$ cat src/rtl/seq_restoring_divider.sv
`timescale 1ns/1ps
// seq_restoring_divider
// Iterative radix-2 restoring divider for unsigned operands.
// One trial subtraction per cycle, MSB first, with a start/busy/done handshake.
// Each operation takes W iteration cycles after the accepting edge.
// done, quotient, remainder and div_by_zero are all loaded on the edge that
// performs the last iteration. That edge moves the FSM into FIN, and FIN is
// the one cycle in which done=1 and busy=0.
// A start seen during FIN is accepted, so results stream back-to-back every
// W+1 cycles.
module seq_restoring_divider #(
  parameter int W = 8
) (
  input  logic         clk,
  input  logic         rst,
  input  logic         start,
  input  logic [W-1:0] dividend,
  input  logic [W-1:0] divisor,
  output logic         busy,
  output logic         done,
  output logic [W-1:0] quotient,
  output logic [W-1:0] remainder,
  output logic         div_by_zero
);

  localparam int CW = (W > 1) ? $clog2(W) : 1;
  localparam logic [CW-1:0] LAST_ITER = CW'(W - 1);

  typedef enum logic [1:0] {
    IDLE = 2'd0,
    RUN  = 2'd1,
    FIN  = 2'd2
  } state_t;

  state_t          state_r;
  state_t          state_s;
  logic [CW-1:0]   cnt_r;
  // Partial remainder. After every restoring step it is strictly below the
  // divisor, so its top bit (bit W of the W+1-bit working value) is always
  // zero between cycles. Only the low W bits are kept; the full W+1-bit width
  // exists inside the step function.
  logic [W-1:0]    p_r;
  logic [W-1:0]    q_r;
  logic [W-1:0]    d_r;
  logic            accept_s;
  logic            last_iter_s;
  logic [2*W-1:0]  step_s;

  // One restoring iteration: shift in the next dividend bit, trial-subtract
  // the divisor, and keep the difference only when it did not borrow.
  // Returns {next partial remainder, next quotient shift register}.
  function automatic logic [2*W-1:0] restore_step(
    input logic [W-1:0] p,
    input logic [W-1:0] q,
    input logic [W-1:0] d
  );
    logic [W:0] p_shift;
    logic [W:0] trial;
    p_shift = {1'b0, p[W-1:0], q[W-1]};
    trial   = p_shift - {1'b0, d};
    if (trial[W] == 1'b0) begin
      restore_step = {trial[W-1:0], q[W-2:0], 1'b1};
    end else begin
      restore_step = {p_shift[W-1:0], q[W-2:0], 1'b0};
    end
  endfunction

  assign step_s      = restore_step(p_r, q_r, d_r);
  assign last_iter_s = (state_r == RUN) && (cnt_r == LAST_ITER);

  // Next-state logic and the accept decision (start is honoured only while not busy).
  always_comb begin
    state_s  = state_r;
    accept_s = 1'b0;
    case (state_r)
      IDLE: begin
        if (start) begin
          accept_s = 1'b1;
          state_s  = RUN;
        end else begin
          state_s  = IDLE;
        end
      end
      RUN: begin
        if (last_iter_s) begin
          state_s = FIN;
        end else begin
          state_s = RUN;
        end
      end
      FIN: begin
        if (start) begin
          accept_s = 1'b1;
          state_s  = RUN;
        end else begin
          state_s  = IDLE;
        end
      end
      default: begin
        state_s  = IDLE;
        accept_s = 1'b0;
      end
    endcase
  end

  // FSM state register.
  always_ff @(posedge clk or posedge rst) begin
    if (rst) begin
      state_r <= IDLE;
    end else begin
      state_r <= state_s;
    end
  end

  // Operand latch, shift registers and the iteration counter (held at its last value, no wrap).
  always_ff @(posedge clk or posedge rst) begin
    if (rst) begin
      p_r   <= {W{1'b0}};
      q_r   <= {W{1'b0}};
      d_r   <= {W{1'b0}};
      cnt_r <= {CW{1'b0}};
    end else if (accept_s) begin
      p_r   <= {W{1'b0}};
      q_r   <= dividend;
      d_r   <= divisor;
      cnt_r <= {CW{1'b0}};
    end else if (state_r == RUN) begin
      p_r <= step_s[2*W-1:W];
      q_r <= step_s[W-1:0];
      if (last_iter_s) begin
        cnt_r <= cnt_r;
      end else begin
        cnt_r <= cnt_r + CW'(1);
      end
    end
  end

  // Registered handshake and result outputs; results change only on the final iteration edge.
  always_ff @(posedge clk or posedge rst) begin
    if (rst) begin
      busy        <= 1'b0;
      done        <= 1'b0;
      quotient    <= {W{1'b0}};
      remainder   <= {W{1'b0}};
      div_by_zero <= 1'b0;
    end else begin
      busy <= (state_s == RUN);
      done <= (state_s == FIN);
      if (last_iter_s) begin
        quotient    <= step_s[W-1:0];
        remainder   <= step_s[2*W-1:W];
        div_by_zero <= (d_r == {W{1'b0}});
      end
    end
  end

endmodule

$ cat config.mk
export PLATFORM = sky130hd
export DESIGN_NAME = seq_restoring_divider
export DESIGN_NICKNAME = d
export VERILOG_FILES = /design/src/rtl/seq_restoring_divider.sv
export SDC_FILE = /design/constraint.sdc
export NUM_CORES = 1
export LEC_CHECK = 0
export CAP_MARGIN = 0
export CORE_MARGIN = 1
export CORE_UTILIZATION = 48
export DETAILED_ROUTE_END_ITERATION = 6
export PLACE_DENSITY = 0.83
export SYNTH_ARGS = -nofsm -noshare
export SYNTH_HDL_FRONTEND = slang
export SYNTH_SLANG_ARGS = --single-unit
$ cat constraint.sdc
create_clock -name clk -period 2.46 [get_ports clk]
set_clock_uncertainty 0.1 [all_clocks]
set_input_delay 0.492 -clock clk [delete_from_list [all_inputs] [get_ports clk]]
set_output_delay 0.492 -clock clk [all_outputs]
set_load 0.005 [all_outputs]
==> out/qor.csv, run 1 <==
metric,value,unit
antennaDiodeCount,0,
core-area,0.00475,mm^2
maxCapViolations,0,
portBuffers,37,
die_area,0.00525,mm^2
areaGrowthSynthToFinish,32.1,%
ys_seq_elements,48,
p_leak,1.43,nW
clock_power_share,0.109,
postSynthAreaPerCell,10.2,um^2
fillers,392,
clock.fmax,391,MHz
power_density,1750,mW/mm^2
gp_congestion,0.829,
vias,1902,
drt_first_iter_violations,145,
synth-main-ff-cell,dfrtp_1,
synth_common_cells,"48 x dfrtp_1, 47 x nand2_1, 27 x o21ai_0",
setup_violations,5,
synth_area_leaders,"dfrtp_1 50%, nand2_1 7.4%, o21ai_0 5.7%, ha_1 5.2%, mux2_2 3.8%",
initial_utilization,0.502,
total_power,0.00553,W
pwr-share-seq,0.261,
fin_cells,356,
vias_per_cell,5.34,
grt_max_degree,49,
regToRegSetupSlack,-100,ps
antenna_found_initial,0,
period_needed,2560,ps
synth.most_common_cell,dfrtp_1,
cts-hold-fix-buffers,0,
synth_cell_types,42,
htreeDepth,2,
startpoint_type,flip-flop,
synth-seq-area-share,0.504,
clk_path_buf_depth,2,
slew_headroom,0.324,
swShare,0.411,
ys_warn_count,0,
drc,0,
routed_wl,5.54,mm
ioPinCount,38,
gr-total-overflow,0,
grt_pass1_vias,1838,
wl_per_cell,15.6,um
grtUsageTotal,0.219,
synthCells,233,
setup-tns-final,-218,ps
async_flop_share,1.00,
clk_pin_slew,90,ps
post-route-period-util,1.04,
required,2540,ps
die_h,72.5,um
power.switching,0.00227,W
critPathCaptureType,flip-flop,
hold_violations,0,
hold_class,reg2reg,
setup_slack,-96.1,ps
rows,25,
cts_tree,yes,
violations,setup timing,
die_x,72.5,um
synth.net_count,263,
cp_max_fo,5,
clock_sinks,48,
place_hpwl,3.93,mm
final_util,0.663,
critPathKind,reg2reg,
dp_cells,343,
firstDrtPassIters,4,
clk_latency,310,ps
synth_top_cell_by_area,dfrtp_1,
ir_drop,911,uV
postRouteAntennaNets,0,
synth_top_area_frac,0.504,
rsz0062_at_grt,true,
drive_gt1_frac,0.211,
synth_area,0.00238,mm^2
status,"complete, but fails checks",
root_buffer,clkbuf_8,
combPwrFrac,0.630,
grt_pass1_wl,8.65,mm
post-place-ws,-108,ps
crit_arrival,2640,ps
synth_edf_count,0,
power.internal,0.00325,W
slew_violations,0,
tightestPinTransition,1010,ps
nets,318,
cts_buffers,5,
## cell families (layout without fill, tap and decap cells)
logic type	count (synthesis)	in the layout	synth area share
buffers and inverters	25	81	0.0409
adders and majority gates	11	11	0.0609
xor gates and xnor gates	4	4	0.0147
and+or+nand+nor	71	71	0.133
muxes	16	16	0.0735
AOI/OAI and AO/OA	58	58	0.174
DFF	48	48	0.504
## path summary, 6_finish.rpt
path,startpoint,to,cells past startpoint
max in group asynchronous,rst,d_r[6]$_DFFE_PP0P_,3
hold / removal,remainder[4]$_DFFE_PP0P_,remainder[4]$_DFFE_PP0P_,2
hold reg to reg,remainder[4]$_DFFE_PP0P_,remainder[4]$_DFFE_PP0P_,2
setup reg to reg,q_r[7]$_DFFE_PP0P_,p_r[7]$_DFFE_PP0P_,10
min in group asynchronous,rst,done$_DFF_PP0_,3
setup / recovery,q_r[7]$_DFFE_PP0P_,p_r[7]$_DFFE_PP0P_,10
## state kept, by name, summed over array words and instances (netlist names)
name,flops
d_r,8
p_r,8
q_r,8
quotient,8
remainder,8
cnt_r,3
state_r,2
busy,1
div_by_zero,1
done,1
## layout make-up
| cell class | instances | area (um^2) | share of cell area |
|---|---|---|---|
| Clock buffer | 6 | 82.6 | 0.0262 |
| Clock inverter | 2 | 38.8 | 0.0123 |
| Multi-Input combinational cell | 160 | 1150 | 0.365 |
| Tap cell | 67 | 83.8 | 0.0266 |
| Timing Repair Buffer | 57 | 533 | 0.169 |
| Sequential cell | 48 | 1200 | 0.381 |
| Inverter | 16 | 60.1 | 0.0191 |
## stage by stage
stage | hold slack [ps] | area, um^2
after CTS | 403 | 3100
final | 399 | 3150
after global placement | 365 | 2950
after global routing | 424 | 3150
after detailed placement | 379 | 2950
after floorplan | 365 | 2400
## placed cells by master, fill, tap and decap left out, drive strengths merged, types with 7 or more instances in the layout
| cell | instances |
|---|---|
| mux2 | 9 |
| ha | 10 |
| nand2 | 48 |
| inv | 16 |
| buf | 20 |
| o21ai | 29 |
| clkdlybuf4s50 | 37 |
| mux2i | 7 |
| a22oi | 7 |
| dfrtp | 48 |
## power groups by stage
| stage | clock, W | sequential [W] | combinational, W |
|---|---|---|---|
| finish | 0.000603 | 0.00144 | 0.00348 |
| global placement | 0 | 0.00144 | 0.00300 |
| CTS | 0.000611 | 0.00143 | 0.00320 |
| floorplan | 0 | 0.00140 | 0.00201 |
| global route | 0.000641 | 0.00148 | 0.00378 |
| detailed placement | 0 | 0.00144 | 0.00310 |
## worst max-delay path, cell delays in order, from the launching register on
cell and delay (ps):
dfrtp_1 380, inv_2 80, ha_4 130, inv_2 40
fa_2 370, a211oi_4 250, o211ai_2 150, buf_4 170
a311o_2 450, a32oi_2 230, o31ai_1 90
## per-layer routing
layer  vias up  track usage  part of all wire
li1        915            -                 -
met1       935        0.274              0.43
met2        44        0.377              0.52
met3         8       0.0431             0.036
met4         0       0.0784             0.013
met5         -            0                 0
## repair_timing
action,in CTS,in global routing
pin swaps,5,2
endpoints found under the setup margin,16,16
buffers inserted,2,3
resized for setup,5,7
(Power assumes the default switching activity.)
==> run 2, diff against run 1 <==
Settings changed: CTS_BUF_LIST set to sky130_fd_sc_hd__clkbuf_4 sky130_fd_sc_hd__clkbuf_8 sky130_fd_sc_hd__clkbuf_16.
==> results of run 2 <==
Final layout, timing and power as in run 1 (identical DEF).
==> run 3, diff against run 2 <==
Settings changed: RECOVER_POWER set to 100.
==> run 3 against run 2 <==
  * The flow still finishes with violations (setup timing)
  * Global-route usage stayed put
  * First-iteration DRC count is 4.1% lower
  * Worst hold slack worse by 4.7 ps
  * Sequential power hardly changed
  * Cell count stayed put
==> out/qor.csv, run 3 (same netlist as run 1, synthesis figures left out) <==
metric,value,unit,change
power_density,1740,mW/mm^2,was 1750 mW/mm^2
portBuffers,37,,unchanged
multi_input_area,0.00115,mm^2,about the same
initial_utilization,0.502,,unchanged
routed_wl,5.51,mm,was 5.54 mm
clk_pin_slew,100,ps,was 90 ps
setup_slack,-90.9,ps,was -96.1 ps
period_needed,2550,ps,was 2560 ps
clock_power_share,0.111,,was 0.109
htreeDepth,2,,unchanged
violations,setup timing,,unchanged
fillers,397,,was 392
combPwrFrac,0.627,,was 0.630
firstDrtPassIters,4,,unchanged
required,2550,ps,was 2540 ps
cts_tree,yes,,unchanged
grt_pass1_wl,8.65,mm,unchanged
ir_drop,904,uV,was 911 uV
regArea,0.00120,mm^2,unchanged
clock_sinks,48,,unchanged
clock.fmax,392,MHz,was 391 MHz
slew_headroom,0.230,,was 0.324
total_power,0.00546,W,was 0.00553 W
antennaDiodeCount,0,,unchanged
core-area,0.00475,mm^2,unchanged
grtUsageTotal,0.219,,unchanged
gp_congestion,0.829,,unchanged
root_buffer,clkbuf_8,,unchanged
vias_per_cell,5.42,,was 5.34
layout_common_cells,"48 x nand2_1, 48 x dfrtp_1, 21 x dlygate4sd3_1, 17 x o21ai_0",,"was 48 x dfrtp_1, 47 x nand2_1, 37 x clkdlybuf4s50_1, 19 x buf_4, 17 x o21ai_0"
hold_class,reg2reg,,unchanged
post-route-period-util,1.04,,about the same
tightestPinTransition,1160,ps,was 1010 ps
startpoint_type,flip-flop,,unchanged
pwr-share-seq,0.263,,was 0.261
swShare,0.415,,was 0.411
hold_violations,0,,unchanged
slew_violations,0,,unchanged
postRouteAntennaNets,0,,unchanged
maxCapViolations,0,,unchanged
critPathKind,reg2reg,,unchanged
cp_max_fo,5,,unchanged
areaGrowthSynthToFinish,31.6,%,was 32.1%
grt_pass1_vias,1838,,unchanged
antenna_found_initial,0,,unchanged
drive_gt1_frac,0.197,,was 0.211
die_area,0.00525,mm^2,unchanged
setup_violations,5,,unchanged
rows,25,,unchanged
nets,318,,unchanged
status,"complete, but fails checks",,unchanged
power.switching,0.00226,W,was 0.00227 W
crit_arrival,2640,ps,about the same
cts_buffers,5,,unchanged
clk_path_buf_depth,2,,unchanged
rsz0062_at_grt,true,,unchanged
vias,1931,,was 1902
p_leak,1.44,nW,was 1.43 nW
die_x,72.5,um,unchanged
grt_max_degree,49,,unchanged
power.internal,0.00319,W,was 0.00325 W
place_hpwl,3.93,mm,unchanged
gr-total-overflow,0,,unchanged
wl_per_cell,15.5,um,was 15.6 um
drt_first_iter_violations,139,,was 145
clk_latency,310,ps,about the same
drc,0,,unchanged
critPathCaptureType,flip-flop,,unchanged
hold_slack,394,ps,was 399 ps
die_h,72.5,um,unchanged
ioPinCount,38,,unchanged
-- run 3: cell type report --
type,count,share of cell area
sequential,48,0.383
inverter,16,0.0191
timing repair buffer,57,0.167
multi-input combinational,160,0.366
tap,67,0.0267
clock buffer,6,0.0263
clock inverter,2,0.0124
-- run 3: metal layers --
layer | global-route usage | vias to the layer above | share of wire
met5 | 0 | - | 0
met2 | 0.377 | 55 | 0.52
met3 | 0.0431 | 8 | 0.040
li1 | - | 914 | -
met4 | 0.0784 | 0 | 0.013
met1 | 0.274 | 954 | 0.43
-- run 3: worst max-delay path, stage by stage, from the launching register on --
cell,delay (ps)
dfrtp_1,380
inv_2,80
ha_4,130
inv_2,40
fa_2,370
a211oi_4,250
o211ai_2,160
buf_4,170
a311o_2,450
a32oi_2,230
o31ai_1,90
-- run 3: per-stage QoR --
stage	cells	TNS, ps	util	area [um^2]	setup slack (ps)
6_report	356	-206	0.660	3140	-90.9
4_1_cts	353	-24.6	0.651	3100	-12.5
3_3_place_gp	343	-16.9	0.619	2950	-16.9
3_5_place_dp	343	-656	0.619	2950	-108
5_1_grt	356	-1420	0.660	3140	-150
2_1_floorplan	233	-840	-	2400	-122
-- run 3: final timing paths --
| kind | depth (start not counted) | startpoint | to | slack [ps] |
|---|---|---|---|---|
| min | 2 | remainder[6]$_DFFE_PP0P_ | remainder[6]$_DFFE_PP0P_ | 390 |
| min in group asynchronous | 3 | rst | done$_DFF_PP0_ | 890 |
| max | 10 | q_r[7]$_DFFE_PP0P_ | p_r[7]$_DFFE_PP0P_ | -90 |
| max reg2reg | 10 | q_r[7]$_DFFE_PP0P_ | p_r[7]$_DFFE_PP0P_ | -90 |
| max in group asynchronous | 3 | rst | d_r[6]$_DFFE_PP0P_ | 670 |
| min reg2reg | 2 | remainder[6]$_DFFE_PP0P_ | remainder[6]$_DFFE_PP0P_ | 390 |
-- run 3: what timing repair did --
action,CTS,global route
endpoints found under the hold margin,0,0
hold buffers,0,0
gates resized for setup,5,7
setup endpoints to repair,16,16
pin swaps,5,2
setup buffers,2,3
-- run 3: power by group through the flow --
stage,Sequential (W),Clock (W),Combinational [W]
2_1_floorplan,0.00140,0,0.00201
3_3_place_gp,0.00144,0,0.00300
3_5_place_dp,0.00144,0,0.00310
4_1_cts,0.00143,0.000611,0.00320
5_1_grt,0.00148,0.000641,0.00372
6_report,0.00143,0.000603,0.00342
